$ cat config.mk
export PLATFORM = sky130hd
export DESIGN_NAME = multi_xfer_seq_flat
export DESIGN_NICKNAME = d
export VERILOG_FILES = /design/src/rtl/multi_xfer_seq_if.sv /design/src/rtl/multi_xfer_seq.sv /design/src/flat_wrapper.sv
export SDC_FILE = /design/constraint.sdc
export NUM_CORES = 1
export LEC_CHECK = 0
export CORE_UTILIZATION = 56
export CTS_BUF_LIST = sky130_fd_sc_hd__clkbuf_8
export DETAILED_ROUTE_END_ITERATION = 8
export MAX_ROUTING_LAYER = met4
export PLACE_DENSITY = 0.88
export SYNTH_ARGS = -nofsm -noshare
export SYNTH_HDL_FRONTEND = slang
export SYNTH_SLANG_ARGS = --single-unit
$ cat constraint.sdc
create_clock -name clk -period 7 [get_ports clk]
set_clock_uncertainty 0.1 [all_clocks]
set_input_delay 0.7 -clock clk [delete_from_list [all_inputs] [get_ports clk]]
set_output_delay 0.7 -clock clk [all_outputs]
set_load 0.1 [all_outputs]
$ cat src/rtl/multi_xfer_seq_if.sv
// Decode-stage bundle for the multiple-transfer sequencer: instruction, stall
// and kill in; per-cycle transfer descriptor out.
interface multi_xfer_seq_if;
    logic [15:0] IM_d;
    logic        hold;
    logic        flush;
    logic [2:0]  regr;
    logic [2:0]  offset;
    logic        comp;
    logic        comp1;
    logic        xfer_valid;
    logic        busy;

    modport master (
        output IM_d, hold, flush,
        input  regr, offset, comp, comp1, xfer_valid, busy
    );

    modport slave (
        input  IM_d, hold, flush,
        output regr, offset, comp, comp1, xfer_valid, busy
    );
endinterface

$ cat src/rtl/multi_xfer_seq.sv
// Sequencer for LM/SM (masked) and LA/SA (all eight registers) multi-cycle
// transfers; the first transfer is decoded combinationally from IM_d.
module multi_xfer_seq (
    input  logic             clk,
    input  logic             reset,
    multi_xfer_seq_if.slave  bus
);
    typedef enum logic [1:0] {
        ST_IDLE  = 2'd0,
        ST_MULTI = 2'd1,
        ST_ALL   = 2'd2
    } state_t;

    state_t     state_reg, state_next;
    logic [7:0] mask_q, mask_next;
    logic [2:0] cnt_q, cnt_next;

    logic [3:0] opcode;
    logic       op_multi;
    logic       op_all;
    logic [7:0] wm;
    logic [7:0] wm_rest;
    logic [7:0] lsb_onehot;
    logic [2:0] lsb_idx;

    logic [2:0] regr_c;
    logic [2:0] offset_c;
    logic       comp_c;
    logic       comp1_c;
    logic       xfer_valid_c;
    logic       busy_c;

    // Bits 11:8 of the instruction carry nothing this block needs.
    logic       unused_bits;
    assign unused_bits = ^bus.IM_d[11:8];

    assign opcode   = bus.IM_d[15:12];
    assign op_multi = (opcode[3:1] == 3'b110);
    assign op_all   = (opcode[3:1] == 3'b111);

    assign wm         = (state_reg == ST_IDLE) ? bus.IM_d[7:0] : mask_q;
    assign wm_rest    = wm & (wm - 8'd1);
    assign lsb_onehot = wm & ~(wm - 8'd1);

    // Encode the isolated lowest bit: output bit gi is set when the chosen
    // position has bit gi set in its index.
    function automatic logic [7:0] enc_mask(input int b);
        logic [7:0] m;
        m = '0;
        for (int p = 0; p < 8; p++) begin
            m[p] = p[b];
        end
        return m;
    endfunction

    genvar gi;
    generate
        for (gi = 0; gi < 3; gi++) begin : g_enc
            assign lsb_idx[gi] = |(lsb_onehot & enc_mask(gi));
        end
    endgenerate

    always_comb begin
        regr_c       = 3'd0;
        offset_c     = 3'd0;
        comp_c       = 1'b1;
        comp1_c      = 1'b1;
        xfer_valid_c = 1'b0;
        busy_c       = 1'b0;
        case (state_reg)
            ST_IDLE: begin
                if (op_multi) begin
                    regr_c       = lsb_idx;
                    comp_c       = (wm_rest == 8'd0);
                    xfer_valid_c = |wm;
                end else if (op_all) begin
                    regr_c       = 3'd0;
                    comp1_c      = (regr_c == 3'd7);
                    xfer_valid_c = 1'b1;
                end
            end
            ST_MULTI: begin
                regr_c       = lsb_idx;
                offset_c     = cnt_q;
                comp_c       = (wm_rest == 8'd0);
                xfer_valid_c = |wm;
                busy_c       = 1'b1;
            end
            ST_ALL: begin
                regr_c       = cnt_q;
                offset_c     = cnt_q;
                comp1_c      = (cnt_q == 3'd7);
                xfer_valid_c = 1'b1;
                busy_c       = 1'b1;
            end
            default: begin
                busy_c = 1'b0;
            end
        endcase
    end

    // Flush wins over hold; once a sequence is running the opcode is ignored.
    always_comb begin
        state_next = state_reg;
        mask_next  = mask_q;
        cnt_next   = cnt_q;
        if (bus.flush) begin
            state_next = ST_IDLE;
            mask_next  = 8'd0;
            cnt_next   = 3'd0;
        end else if (!bus.hold) begin
            case (state_reg)
                ST_IDLE: begin
                    if (op_multi && !comp_c) begin
                        state_next = ST_MULTI;
                        mask_next  = wm_rest;
                        cnt_next   = 3'd1;
                    end else if (op_all) begin
                        state_next = ST_ALL;
                        mask_next  = 8'd0;
                        cnt_next   = 3'd1;
                    end
                end
                ST_MULTI: begin
                    if (comp_c) begin
                        state_next = ST_IDLE;
                        mask_next  = 8'd0;
                        cnt_next   = 3'd0;
                    end else begin
                        mask_next = wm_rest;
                        cnt_next  = cnt_q + 3'd1;
                    end
                end
                ST_ALL: begin
                    if (cnt_q == 3'd7) begin
                        state_next = ST_IDLE;
                        cnt_next   = 3'd0;
                    end else begin
                        cnt_next = cnt_q + 3'd1;
                    end
                end
                default: begin
                    state_next = ST_IDLE;
                    mask_next  = 8'd0;
                    cnt_next   = 3'd0;
                end
            endcase
        end
    end

    always_ff @(posedge clk or negedge reset) begin
        if (!reset) begin
            state_reg <= ST_IDLE;
            mask_q    <= 8'd0;
            cnt_q     <= 3'd0;
        end else begin
            state_reg <= state_next;
            mask_q    <= mask_next;
            cnt_q     <= cnt_next;
        end
    end

    assign bus.regr       = regr_c;
    assign bus.offset     = offset_c;
    assign bus.comp       = comp_c;
    assign bus.comp1      = comp1_c;
    assign bus.xfer_valid = xfer_valid_c;
    assign bus.busy       = busy_c;
endmodule

$ cat src/flat_wrapper.sv
// flat-port wrapper written by rule: the top's interface ports become plain ports
module multi_xfer_seq_flat 
  (clk, reset, bus_IM_d, bus_hold, bus_flush, bus_regr, bus_offset, bus_comp, bus_comp1, bus_xfer_valid, bus_busy);
  multi_xfer_seq_if bus_i ();
  input  logic clk;
  input  logic reset;
  input wire logic [$bits(bus_i.IM_d)-1:0] bus_IM_d;
  input wire logic [$bits(bus_i.hold)-1:0] bus_hold;
  input wire logic [$bits(bus_i.flush)-1:0] bus_flush;
  output wire logic [$bits(bus_i.regr)-1:0] bus_regr;
  output wire logic [$bits(bus_i.offset)-1:0] bus_offset;
  output wire logic [$bits(bus_i.comp)-1:0] bus_comp;
  output wire logic [$bits(bus_i.comp1)-1:0] bus_comp1;
  output wire logic [$bits(bus_i.xfer_valid)-1:0] bus_xfer_valid;
  output wire logic [$bits(bus_i.busy)-1:0] bus_busy;
  assign bus_i.IM_d = bus_IM_d;
  assign bus_i.hold = bus_hold;
  assign bus_i.flush = bus_flush;
  assign bus_regr = bus_i.regr;
  assign bus_offset = bus_i.offset;
  assign bus_comp = bus_i.comp;
  assign bus_comp1 = bus_i.comp1;
  assign bus_xfer_valid = bus_i.xfer_valid;
  assign bus_busy = bus_i.busy;
  multi_xfer_seq u_core (.clk(clk), .reset(reset), .bus(bus_i));
endmodule
==> metrics.md <==
| Metric | Value |
|---|---|
| Outcome | `complete, no violations` |
| Primary FF master, synth | `dfrtp_1` |
| DR WL/cell | `between 15 and 20 µm` |
| Delay-heaviest family, CP | `buffers and inverters` |
| Hold_buf cts | `0` |
| Slew margin rel. | `34.99%` |
| Critical Path Slowest Stage Cell | `clkdlybuf4s50_1` |
| P per Cell Area | `approximately 190 nW/µm²` |
| Yosys cell types | `52` |
| Min Clock Period, post-route | `roughly 4.8 ns` |
| FF-to-FF End | `u_core.mask_q[1]` |
| Worst setup path start | `u_core.state_reg[1]` |
| Num CTS Buffers | `3` |
| Seq cells post-synth | `12` |
| Reg clk slew, reported paths | `~0.050 ns` |
| Vias in the first global route | `roughly 1200` |
| Number of synthesized flops with an enable pin | `0` |
| Synth area leader | `dfrtp_1` |
| Worst path cell trace | `inv_1, ha_1, buf_4, nor3b_2, o22ai_1, a21oi_2, nor3_1, o221ai_1, clkdlybuf4s50_1` |
| Die width | `roughly 51 µm` |
| GRT busiest layer | `met2` |
| Top cells by area, synth | `dfrtp_1 (23%), mux2_4 (6.8%), ha_1 (6.6%), mux2i_1 (6.0%), nand2_1 (3.7%)` |
| CTS tree | `yes` |
| Syn_area_per_cell | `roughly 9.3 µm²` |
| Yosys top cell area share | `a little under a quarter` |
| CTS root buf | `clkbuf_8` |
| Post-CTS setup buffer count | `0` |
| Mapped Nets | `around 170` |
| Routed wire length | `approximately 3000 µm` |
| Cells after Synth | `roughly 140` |
| Top cells by count, synth | `nand2_1 (13), dfrtp_1 (12), nor2_1 (12)` |
| Fin. Hold Viols | `0` |
| Met3 Track Usage GR | `3.939%` |
| Crit path largest cell delay | `around 1.2 ns` |
| Critical Path Source Type | `register` |
| Top-count cell post-synth | `nand2_1` |
| Share of cells above drive strength 1 | `approximately 17%` |
| Synthesized area | `between 1000 and 1500 µm²` |
| CP arrival | `slightly below 4 ns` |
| R2R Setup Slk | `roughly 3.6 ns` |
| Final worst slack | `around 2.2 ns` |
| Global-route wire length before repair | `between 5000 and 6000 µm` |
| Ys async rst share | `between 90% and 100%` |
| Largest register FFs | `7` |
| Area Overhead vs Synth | `20.56%` |
| Maximum clock rate | `~210 MHz` |
| Hold slack | `between 0.4 and 0.5 ns` |
| IO buf count | `24` |
| Period utilization | `between 60% and 70%` |
| Largest net degree at the start of global routing | `17` |
| Sequential fraction of the synthesis area | `approximately 23%` |
| Critical path class | `register to primary output` |
| Placer Congestion | `around 0.92` |
| Leakage | `about 0.66 nW` |
| Via count | `1200` |
| Crit path buffers/inverters | `3` |
| Final setup vio count | `0` |
| Type of the tightest min-delay check | `register to register` |
| Tightest Pin Transition | `0.9721 ns` |
| Grt met1 use | `between 30 and 40%` |
| Peak VDD IR | `roughly 0.14 mV` |
| Max Cap Viol | `0` |
| R2R depth | `9` |
| Pwr Total | `slightly below 0.3 mW` |
| Drc violations | `0` |
| Gr ovfl total | `0` |
| Initial antenna violation count | `0` |
| CTS Sinks | `12` |
| CP endpoint kind | `primary output` |
| RSZ-0062 raised after global routing | `false` |
| Antenna Violating Nets Remaining | `0` |
| Worst Hold Depth | `2` |
| Setup TNS | `0 ns` |
| Starting Density | `roughly three fifths` |
| Io pins | `30` |
| Largest fanout on the critical path | `16` |
| Met2 Usage GRT | `49.78%` |
| Drt first pass iters | `4` |
| Row cnt | `17` |
| Initial DRC count | `28` |
| GRT Util Overall | `roughly 28%` |
| YS warnings | `0` |
| Die height | `between 50 and 60 µm` |
| Die area | `2579 µm²` |
| Stages on worst setup path | `9` |
| Core area | `2233 µm²` |
| Gates resized, CTS repair | `0` |
| Worst skew pair latency | `0.24 ns` |
| # H-tree levels | `1` |
| Place WS | `approximately 2.6 ns` |
| Vias per inst | `roughly 6.2` |
| Reg2reg start | `u_core.state_reg[1]` |
| Nets@finish | `approximately 200` |
| Req. time, crit path | `6.20 ns` |
| Slew Viols, Final | `0` |
| Clock Tree Buf Depth | `2` |
| Detail Placement HPWL | `approximately 2400 µm` |
| Diodes inserted | `0` |
| CP endpoint | `bus_comp` |
==> worst reg2reg max path: cells and delay by family, from the launching register on <==
family / cells / cell delay (ns)
AOI/OAI and AO/OA: 2 / 0.45
and+or+nand+nor: 3 / 0.93
muxes: 1 / 0.35
DFF: 1 / 0.41
buffers and inverters: 2 / 0.48
adders and majority gates: 1 / 0.56
==> worst min-delay path by stage <==
stage | to | startpoint
after global routing | u_core.mask_q[1] | u_core.mask_q[1]
after floorplan | u_core.cnt_q[0] | reset
after CTS | u_core.state_reg[1] | u_core.state_reg[1]
after detailed placement | u_core.mask_q[6] | u_core.mask_q[6]
after global placement | u_core.mask_q[1] | u_core.mask_q[1]
final | u_core.state_reg[1] | u_core.state_reg[1]
==> where the power goes <==
part | leakage (nW) | internal, mW | switching (mW) | total [mW]
clock network | 0.0216 | 0.0380 | 0.0264 | 0.0644
registers | 0.164 | 0.0741 | 0.00622 | 0.0803
logic | 0.478 | 0.0544 | 0.0982 | 0.153
total | 0.664 | 0.167 | 0.131 | 0.297
==> metal layers <==
metal  routed length (µm)  vias to the layer above
met4                   46                        0
met2                 1539                       27
met3                  100                        6
met5                    0                        -
met1                 1347                      579
li1                     -                      588
==> per-stage QoR <==
step	cell area, µm²	util (%)	instances
2_1_floorplan	1333	-	144
3_3_place_gp	1565	70.08	192
3_5_place_dp	1565	70.08	192
4_1_cts	1607	71.93	195
5_1_grt	1607	71.93	195
6_report	1607	71.93	195
==> layout by cell type, fill, tap and decap left out, types with 2 or more instances in the layout <==
cell / n
and2_1: 4
mux2_4: 6
nor2_1: 12
o21ai_0: 4
ha_1: 7
nand2_1: 13
clkdlybuf4s50_1: 24
o211ai_1: 3
mux2i_1: 8
a21oi_1: 4
nor3b_2: 3
a32oi_1: 2
nand2b_1: 3
a21oi_2: 2
nor3_2: 2
o22ai_1: 3
a211oi_1: 2
inv_1: 5
clkbuf_8: 3
nand3b_1: 2
dfrtp_1: 12
nor3_1: 7
nand3_1: 6
mux2i_4: 2
==> area by class of cell <==
cell class / count / area, µm²
clock buffer: 3 / 41.29
fill: 173 / 626.9
inverter: 5 / 18.77
multi-input combinational: 122 / 963.4
sequential: 12 / 300.3
tap: 28 / 35.03
timing repair buffer: 25 / 247.7
==> kinds of logic after synthesis <==
kind of cell    Yosys count  synth area share [%]
mux                      18                 17.84
flops                    12                 22.54
fa+ha+maj                 7                 6.572
compound gates           36                 21.22
buf+inv                  10                 5.165
simple gates             61                 26.67
No activity file was read; power rests on OpenSTA's default activity.
